**src/rtl/vram_arbiter_if.sv**
```systemverilog
// Bus bundle between the VRAM arbiter, its two requesters and the RAM.
// The master side is the requesters plus RAM; the slave side is the arbiter.
interface vram_arbiter_if #(
    parameter int AW = 14,
    parameter int DW = 16
);
    logic          vid_req;
    logic [AW-1:0] vid_addr;
    logic          vid_ack;
    logic          vid_rvalid;
    logic [DW-1:0] vid_rdata;

    logic          cpu_req;
    logic          cpu_we;
    logic [1:0]    cpu_be;
    logic [AW-1:0] cpu_addr;
    logic [DW-1:0] cpu_wdata;
    logic          cpu_ack;
    logic [DW-1:0] cpu_rdata;

    logic [AW-1:0] ram_addr;
    logic          ram_we;
    logic [1:0]    ram_be;
    logic [DW-1:0] ram_wdata;
    logic [DW-1:0] ram_rdata;

    modport master (
        output vid_req, vid_addr,
        input  vid_ack, vid_rvalid, vid_rdata,
        output cpu_req, cpu_we, cpu_be, cpu_addr, cpu_wdata,
        input  cpu_ack, cpu_rdata,
        input  ram_addr, ram_we, ram_be, ram_wdata,
        output ram_rdata
    );

    modport slave (
        input  vid_req, vid_addr,
        output vid_ack, vid_rvalid, vid_rdata,
        input  cpu_req, cpu_we, cpu_be, cpu_addr, cpu_wdata,
        output cpu_ack, cpu_rdata,
        output ram_addr, ram_we, ram_be, ram_wdata,
        input  ram_rdata
    );
endinterface

```
**src/rtl/vram_arbiter.sv**
```systemverilog
// Video RAM arbiter: pipelined video reads with priority, CPU handshake
// accesses, and a starvation limiter that forces a CPU slot.
module vram_arbiter #(
    parameter int AW           = 14,
    parameter int DW           = 16,
    parameter int STARVE_LIMIT = 4
) (
    input logic           clk,
    input logic           reset,
    vram_arbiter_if.slave bus
);
    typedef enum logic [1:0] {
        IDLE,
        ISSUE,
        DATA,
        ACK
    } state_t;

    localparam logic [3:0] LIM = 4'(STARVE_LIMIT);

    state_t        state;
    logic [3:0]    starve;
    logic          rd_pipe;
    logic          rvalid_q;
    logic          cpu_rd;
    logic          ack_q;
    logic [DW-1:0] rdata_q;
    logic [AW-1:0] addr_q;
    logic          we_q;
    logic [1:0]    be_q;
    logic [DW-1:0] wdata_q;

    logic cpu_pend;
    logic cpu_sel;
    logic cpu_win;
    logic vid_win;

    assign cpu_pend = bus.cpu_req & (state == IDLE);
    assign cpu_sel  = cpu_pend & (~bus.vid_req | (starve == LIM));

    always_comb begin
        cpu_win = 1'b0;
        vid_win = 1'b0;
        unique case (1'b1)
            cpu_sel:                 cpu_win = 1'b1;
            bus.vid_req & ~cpu_sel:  vid_win = 1'b1;
            default: ;
        endcase
    end

    assign bus.vid_ack    = vid_win;
    assign bus.vid_rvalid = rvalid_q;
    assign bus.vid_rdata  = rvalid_q ? bus.ram_rdata : '0;
    assign bus.cpu_ack    = ack_q;
    assign bus.cpu_rdata  = rdata_q;
    assign bus.ram_addr   = addr_q;
    assign bus.ram_we     = we_q;
    assign bus.ram_be     = be_q;
    assign bus.ram_wdata  = wdata_q;

    always_ff @(posedge clk) begin
        if (reset) begin
            state    <= IDLE;
            starve   <= '0;
            rd_pipe  <= 1'b0;
            rvalid_q <= 1'b0;
            cpu_rd   <= 1'b0;
            ack_q    <= 1'b0;
            rdata_q  <= '0;
            addr_q   <= '0;
            we_q     <= 1'b0;
            be_q     <= '0;
            wdata_q  <= '0;
        end else begin
            we_q     <= 1'b0;
            rd_pipe  <= vid_win;
            rvalid_q <= rd_pipe;

            // Video issues only move the address; be/wdata keep the last CPU values
            if (cpu_win) begin
                addr_q  <= bus.cpu_addr;
                we_q    <= bus.cpu_we;
                be_q    <= bus.cpu_be;
                wdata_q <= bus.cpu_wdata;
                cpu_rd  <= ~bus.cpu_we;
            end else if (vid_win) begin
                addr_q <= bus.vid_addr;
            end

            if (vid_win && cpu_pend) begin
                starve <= (starve == LIM) ? starve : starve + 4'd1;
            end else begin
                starve <= '0;
            end

            unique case (state)
                IDLE: begin
                    if (cpu_win) state <= ISSUE;
                end
                ISSUE: state <= DATA;
                DATA: begin
                    if (cpu_rd) rdata_q <= bus.ram_rdata;
                    ack_q <= 1'b1;
                    state <= ACK;
                end
                ACK: begin
                    if (!bus.cpu_req) begin
                        ack_q <= 1'b0;
                        state <= IDLE;
                    end
                end
                default: state <= IDLE;
            endcase
        end
    end
endmodule

```
**src/flat_wrapper.sv**
```systemverilog
// flat-port wrapper written by rule: the top's interface ports become plain ports
module vram_arbiter_flat 
#(
    parameter int AW           = 14,
    parameter int DW           = 16,
    parameter int STARVE_LIMIT = 4
)
  (clk, reset, bus_vid_req, bus_vid_addr, bus_vid_ack, bus_vid_rvalid, bus_vid_rdata, bus_cpu_req, bus_cpu_we, bus_cpu_be, bus_cpu_addr, bus_cpu_wdata, bus_cpu_ack, bus_cpu_rdata, bus_ram_addr, bus_ram_we, bus_ram_be, bus_ram_wdata, bus_ram_rdata);
  vram_arbiter_if #(.AW(AW), .DW(DW)) bus_i ();
  input logic clk;
  input logic reset;
  input wire logic [$bits(bus_i.vid_req)-1:0] bus_vid_req;
  input wire logic [$bits(bus_i.vid_addr)-1:0] bus_vid_addr;
  output wire logic [$bits(bus_i.vid_ack)-1:0] bus_vid_ack;
  output wire logic [$bits(bus_i.vid_rvalid)-1:0] bus_vid_rvalid;
  output wire logic [$bits(bus_i.vid_rdata)-1:0] bus_vid_rdata;
  input wire logic [$bits(bus_i.cpu_req)-1:0] bus_cpu_req;
  input wire logic [$bits(bus_i.cpu_we)-1:0] bus_cpu_we;
  input wire logic [$bits(bus_i.cpu_be)-1:0] bus_cpu_be;
  input wire logic [$bits(bus_i.cpu_addr)-1:0] bus_cpu_addr;
  input wire logic [$bits(bus_i.cpu_wdata)-1:0] bus_cpu_wdata;
  output wire logic [$bits(bus_i.cpu_ack)-1:0] bus_cpu_ack;
  output wire logic [$bits(bus_i.cpu_rdata)-1:0] bus_cpu_rdata;
  output wire logic [$bits(bus_i.ram_addr)-1:0] bus_ram_addr;
  output wire logic [$bits(bus_i.ram_we)-1:0] bus_ram_we;
  output wire logic [$bits(bus_i.ram_be)-1:0] bus_ram_be;
  output wire logic [$bits(bus_i.ram_wdata)-1:0] bus_ram_wdata;
  input wire logic [$bits(bus_i.ram_rdata)-1:0] bus_ram_rdata;
  assign bus_i.vid_req = bus_vid_req;
  assign bus_i.vid_addr = bus_vid_addr;
  assign bus_vid_ack = bus_i.vid_ack;
  assign bus_vid_rvalid = bus_i.vid_rvalid;
  assign bus_vid_rdata = bus_i.vid_rdata;
  assign bus_i.cpu_req = bus_cpu_req;
  assign bus_i.cpu_we = bus_cpu_we;
  assign bus_i.cpu_be = bus_cpu_be;
  assign bus_i.cpu_addr = bus_cpu_addr;
  assign bus_i.cpu_wdata = bus_cpu_wdata;
  assign bus_cpu_ack = bus_i.cpu_ack;
  assign bus_cpu_rdata = bus_i.cpu_rdata;
  assign bus_ram_addr = bus_i.ram_addr;
  assign bus_ram_we = bus_i.ram_we;
  assign bus_ram_be = bus_i.ram_be;
  assign bus_ram_wdata = bus_i.ram_wdata;
  assign bus_i.ram_rdata = bus_ram_rdata;
  vram_arbiter #(.AW(AW), .DW(DW), .STARVE_LIMIT(STARVE_LIMIT)) u_core (.clk(clk), .reset(reset), .bus(bus_i));
endmodule
```
**config.mk**
```make
export PLATFORM = sky130hd
export DESIGN_NAME = vram_arbiter_flat
export DESIGN_NICKNAME = d
export VERILOG_FILES = /design/src/rtl/vram_arbiter_if.sv /design/src/rtl/vram_arbiter.sv /design/src/flat_wrapper.sv
export SDC_FILE = /design/constraint.sdc
export NUM_CORES = 1
export LEC_CHECK = 0
export ABC_CLOCK_PERIOD_IN_PS = 2900
export CELL_PAD_IN_SITES_DETAIL_PLACEMENT = 1
export CELL_PAD_IN_SITES_GLOBAL_PLACEMENT = 1
export CORE_UTILIZATION = 32
export DETAILED_ROUTE_END_ITERATION = 6
export GPL_ROUTABILITY_DRIVEN = 0
export HOLD_SLACK_MARGIN = 0.03
export PLACE_DENSITY_LB_ADDON = 0.12
export SLEW_MARGIN = 20
export SYNTH_ARGS = -nofsm -noshare
export SYNTH_HDL_FRONTEND = slang
export SYNTH_SLANG_ARGS = --single-unit
```
**constraint.sdc**
```tcl
create_clock -name clk -period 2.9 [get_ports clk]
set_input_delay 0.725 -clock clk [delete_from_list [all_inputs] [get_ports clk]]
set_output_delay 0.725 -clock clk [all_outputs]
set_load 0.005 [all_outputs]
```
==> results of run 1 <==
-- per-stage QoR --
step	setup WS (ps)	hold slack, ps
floorplan	772	414
global placement	203	443
detailed placement	148	444
CTS	146	460
global route	99.9	470
finish	161	446
-- state kept, by name (all words and copies together) (netlist names), 2 cells and up --
signal and cells:
u_core.bus.cpu_rdata 16, u_core.bus.ram_wdata 16, u_core.bus.ram_addr 14, u_core.starve 4
u_core.bus.ram_be 2, u_core.state 2
-- cells in the final DEF (no fill, tap or decap) --
cell type        instances
clkinv_2                 2
a21oi_1                 31
nor4_1                   3
mux2_2                  16
clkbuf_1                 3
nand2_1                 35
a21oi_4                  1
xnor2_1                  1
mux2i_1                 21
buf_4                    9
dfxtp_1                 59
clkbuf_8                11
nand2b_1                39
nand3_1                  1
inv_1                    6
nor2_1                   3
ha_1                     6
nor2b_1                  2
and2_1                  17
o21bai_1                 1
nor4b_1                  1
nand3b_4                 1
and3b_1                  2
clkdlybuf4s50_1        133
o21ai_0                  1
a32oi_1                 14
nor3_1                   1
o2111ai_1               14
nand2_2                  1
a31oi_2                  1
buf_2                    1
-- layout make-up --
class,instances,share of cell area (%)
inverters,6,0.510
clock buffers,14,3.68
multi-input cells,213,34.0
clock inverters,2,0.227
flip-flops and latches,59,26.7
well taps,108,3.06
repair buffers,143,31.8
-- how the worst min path moves through the flow --
stage / end / slack [ps] / depth (start not counted)
CTS: u_core.bus.vid_rvalid / 460 / 1
floorplan: u_core.bus.vid_rvalid / 410 / 1
global placement: u_core.bus.cpu_rdata[0] / 440 / 2
finish: u_core.bus.vid_rvalid / 450 / 1
global route: u_core.bus.vid_rvalid / 470 / 1
detailed placement: u_core.bus.vid_rvalid / 440 / 1
-- where the power goes --
part           switching [mW]  internal, mW
registers              0.0512         0.897
logic                   0.290         0.380
clock network           0.310         0.355
total                   0.652          1.63
-- kinds of logic (layout without fill, tap and decap cells) --
kind of cell,after synthesis,after routing,share of synthesized area [%]
simple gates,106,106,20.6
fa+ha+maj,6,6,2.63
compound gates,63,63,15.5
xor+xnor,1,1,0.307
buf+inv,33,165,5.88
flops,59,59,41.4
mux,37,37,13.7
-- worst register-to-register path, cell delays in order, from the launching register on --
cell and delay, ps:
dfxtp_1 340, inv_1 70, ha_1 230, nand3b_4 250
a21oi_4 230, buf_4 350, mux2_2 390
-- per-layer routing --
layer	routed length, um	up-vias	track usage (%)
li1	-	1320	-
met4	97	0	6.25
met2	3970	71	30.1
met1	3510	1254	19.8
met3	475	8	3.99
met5	0	-	0
==> impl_results.rst, run 1 <==
.. list-table::
   :header-rows: 1

   * - Metric
     - Value
   * - Cell types with the largest area share after synthesis
     - dfxtp_1 (41%), nand2b_1 (8.6%), mux2i_1 (7.4%)
   * - TritonCTS clock tree
     - done
   * - Crit path kind
     - input pin to output port
   * - Kind of capture point of the worst setup path
     - output port
   * - Synth Register Bits
     - 59
   * - Number of max-cap violations
     - 0
   * - Starting utilization of the core area
     - between 30% and 40%
   * - Root buffer selected by CTS
     - clkbuf_8
   * - Count of input and output buffers
     - around 130
   * - Post-placement cell count
     - approximately 530
   * - Setup TNS
     - 0 ps
   * - Cell variety after synth
     - 30
   * - Instance count on the critical path
     - 4
   * - Total setup violations reported at the end of the flow
     - 0
   * - Initial antenna violation count
     - 0
   * - Die extent in y
     - ~96 um
   * - Maximum clock frequency
     - roughly 370 MHz
   * - Most common cell in the synthesized netlist
     - dfxtp_1
   * - CP peak stage delay
     - around 560 ps
   * - Crit path launch
     - bus_vid_req
   * - Final cell count without fillers
     - around 550
   * - Leftover overflow at the end of global routing
     - 0
   * - Outcome
     - complete, no violations
   * - Post-DRT Antenna Nets
     - 0
   * - DR pass1 iterations
     - 4
   * - Avg Cell Area, Syn
     - between 9 and 10 um2
   * - Mapped Cells
     - 305
   * - Area taken by flip-flops and latches
     - 1180 um2
   * - Die extent in x
     - ~96 um
   * - CP Cell Sequence
     - clkdlybuf4s50_1 -> inv_1 -> nor2_1 -> clkdlybuf4s50_1
   * - Top_reg_cell synth
     - dfxtp_1
   * - Top cell by count, worst path
     - clkdlybuf4s50_1
   * - Global Route Usage Sum
     - between 15 and 20%
   * - Count of cells along the worst register-to-register path
     - 6
   * - Post-layout power
     - around 2.3 mW
   * - Final #Nets
     - 505
   * - Maximum level of the CTS H-tree
     - 3
   * - Reg-to-Reg End
     - u_core.cpu_rd
   * - DRT iter0 DRCs
     - between 40 and 50
   * - Diodes inserted
     - 0
   * - Top-level I/O count
     - roughly 140
   * - Highest ir drop seen on vdd
     - roughly 0.00023 V
   * - Clock-pin slew reported for the worst setup and hold paths after clock tree synthesis
     - around 60 ps
   * - WL final
     - around 8.1 mm
   * - P&R area growth vs syn
     - 54.9%
   * - Launch point of the worst reg-to-reg path
     - u_core.starve[0]
   * - Post-route clock period utilization
     - between 90% and 100%
   * - Cell with the largest stage delay on the worst path
     - clkdlybuf4s50_1
   * - Count of hold-fix buffers inserted at cts
     - 0
   * - Vias after detailed routing
     - ~2700
   * - Dominant cell type by area after synthesis
     - dfxtp_1
   * - Data arrival, critical path
     - roughly 2000 ps
   * - Startpoint of the tightest hold check path
     - u_core.rd_pipe
   * - Most common library cells after synthesis
     - dfxtp_1 (59), nand2b_1 (39), nand2_1 (35)
   * - Total of warnings raised by yosys
     - 0
   * - Area fraction of the dominant cell type after synthesis
     - 41.4%
   * - CTS buffer count
     - 9
   * - Number of gates given a new drive strength after cts
     - 0
   * - Multi-input gate area in the final layout
     - ~1500 um2
   * - Highest net fanout along the worst path
     - 4
   * - Cell area power density
     - about 520 nW/um2
   * - Area after DPL
     - ~4200 um2
   * - First-pass GRT wire length
     - between 10 and 15 mm
   * - Max-Slew Margin vs Limit
     - a little under half
   * - Number of synthesized flops with an enable pin
     - 0
   * - Combined buffer and inverter count along the critical path
     - 3
   * - Post-detailed-route DRC marker count
     - 0
   * - Final hold viol count
     - 0
   * - Largest net degree at the start of global routing
     - 56
   * - Synthesized Nets
     - roughly 380
   * - Fraction of layout cells with a size suffix above 1
     - approximately 9.8%
   * - Fraction of synthesis flops using an asynchronous set or reset pin
     - 0%
   * - Fill count
     - 1002
   * - Die outline area
     - about 9300 um2
   * - RSZ-0062 raised after global routing
     - false
   * - CTS Sinks
     - about 60
   * - Crit path time final
     - about 2700 ps
   * - Critical Path Start Type
     - input pin
   * - Final worst clock skew
     - 6.69 ps
   * - Via count of the first global-routing pass
     - about 2500
   * - Required time at the worst-slack endpoint
     - 2170 ps
   * - Final Max Tran Viols
     - 0
   * - Floorplan row count
     - 34
   * - Worst-Margin Slew
     - slightly below 800 ps
   * - Fraction of the core area covered by cells at the end of the flow
     - between 50 and 60%
   * - Netlist Area Pre-Place
     - approximately 2900 um2
   * - R2r setup slk
     - just over 900 ps
   * - CTS Buffer Depth
     - 2
   * - Part of the Yosys area used for sequential elements
     - 41.4%
   * - Fin area
     - between 4000 and 5000 um2
   * - Critical Path Sink
     - bus_vid_ack
   * - Leakage
     - 1.58 nW
   * - Worst hold path class
     - flop to flop
   * - Routed length per placed instance
     - roughly 15 um
   * - Core outline area
     - 8680 um2
   * - Buffers inserted during post-CTS setup optimization
     - 0
   * - Vias per inst
     - between 4 and 5
   * - Cell family with the largest share of critical-path delay
     - buffers and inverters
   * - Half-perimeter wire length after placement
     - between 5 and 6 mm
   * - Clk Latency, worst-skew pair
     - ~330 ps
(Power assumes the default switching activity.)
==> inputs of run 2 (changes only) <==
- HOLD_SLACK_MARGIN: 0.03 -> default
==> results of run 2 <==
Same layout as run 1: the final DEF is identical, and so are final timing and power.
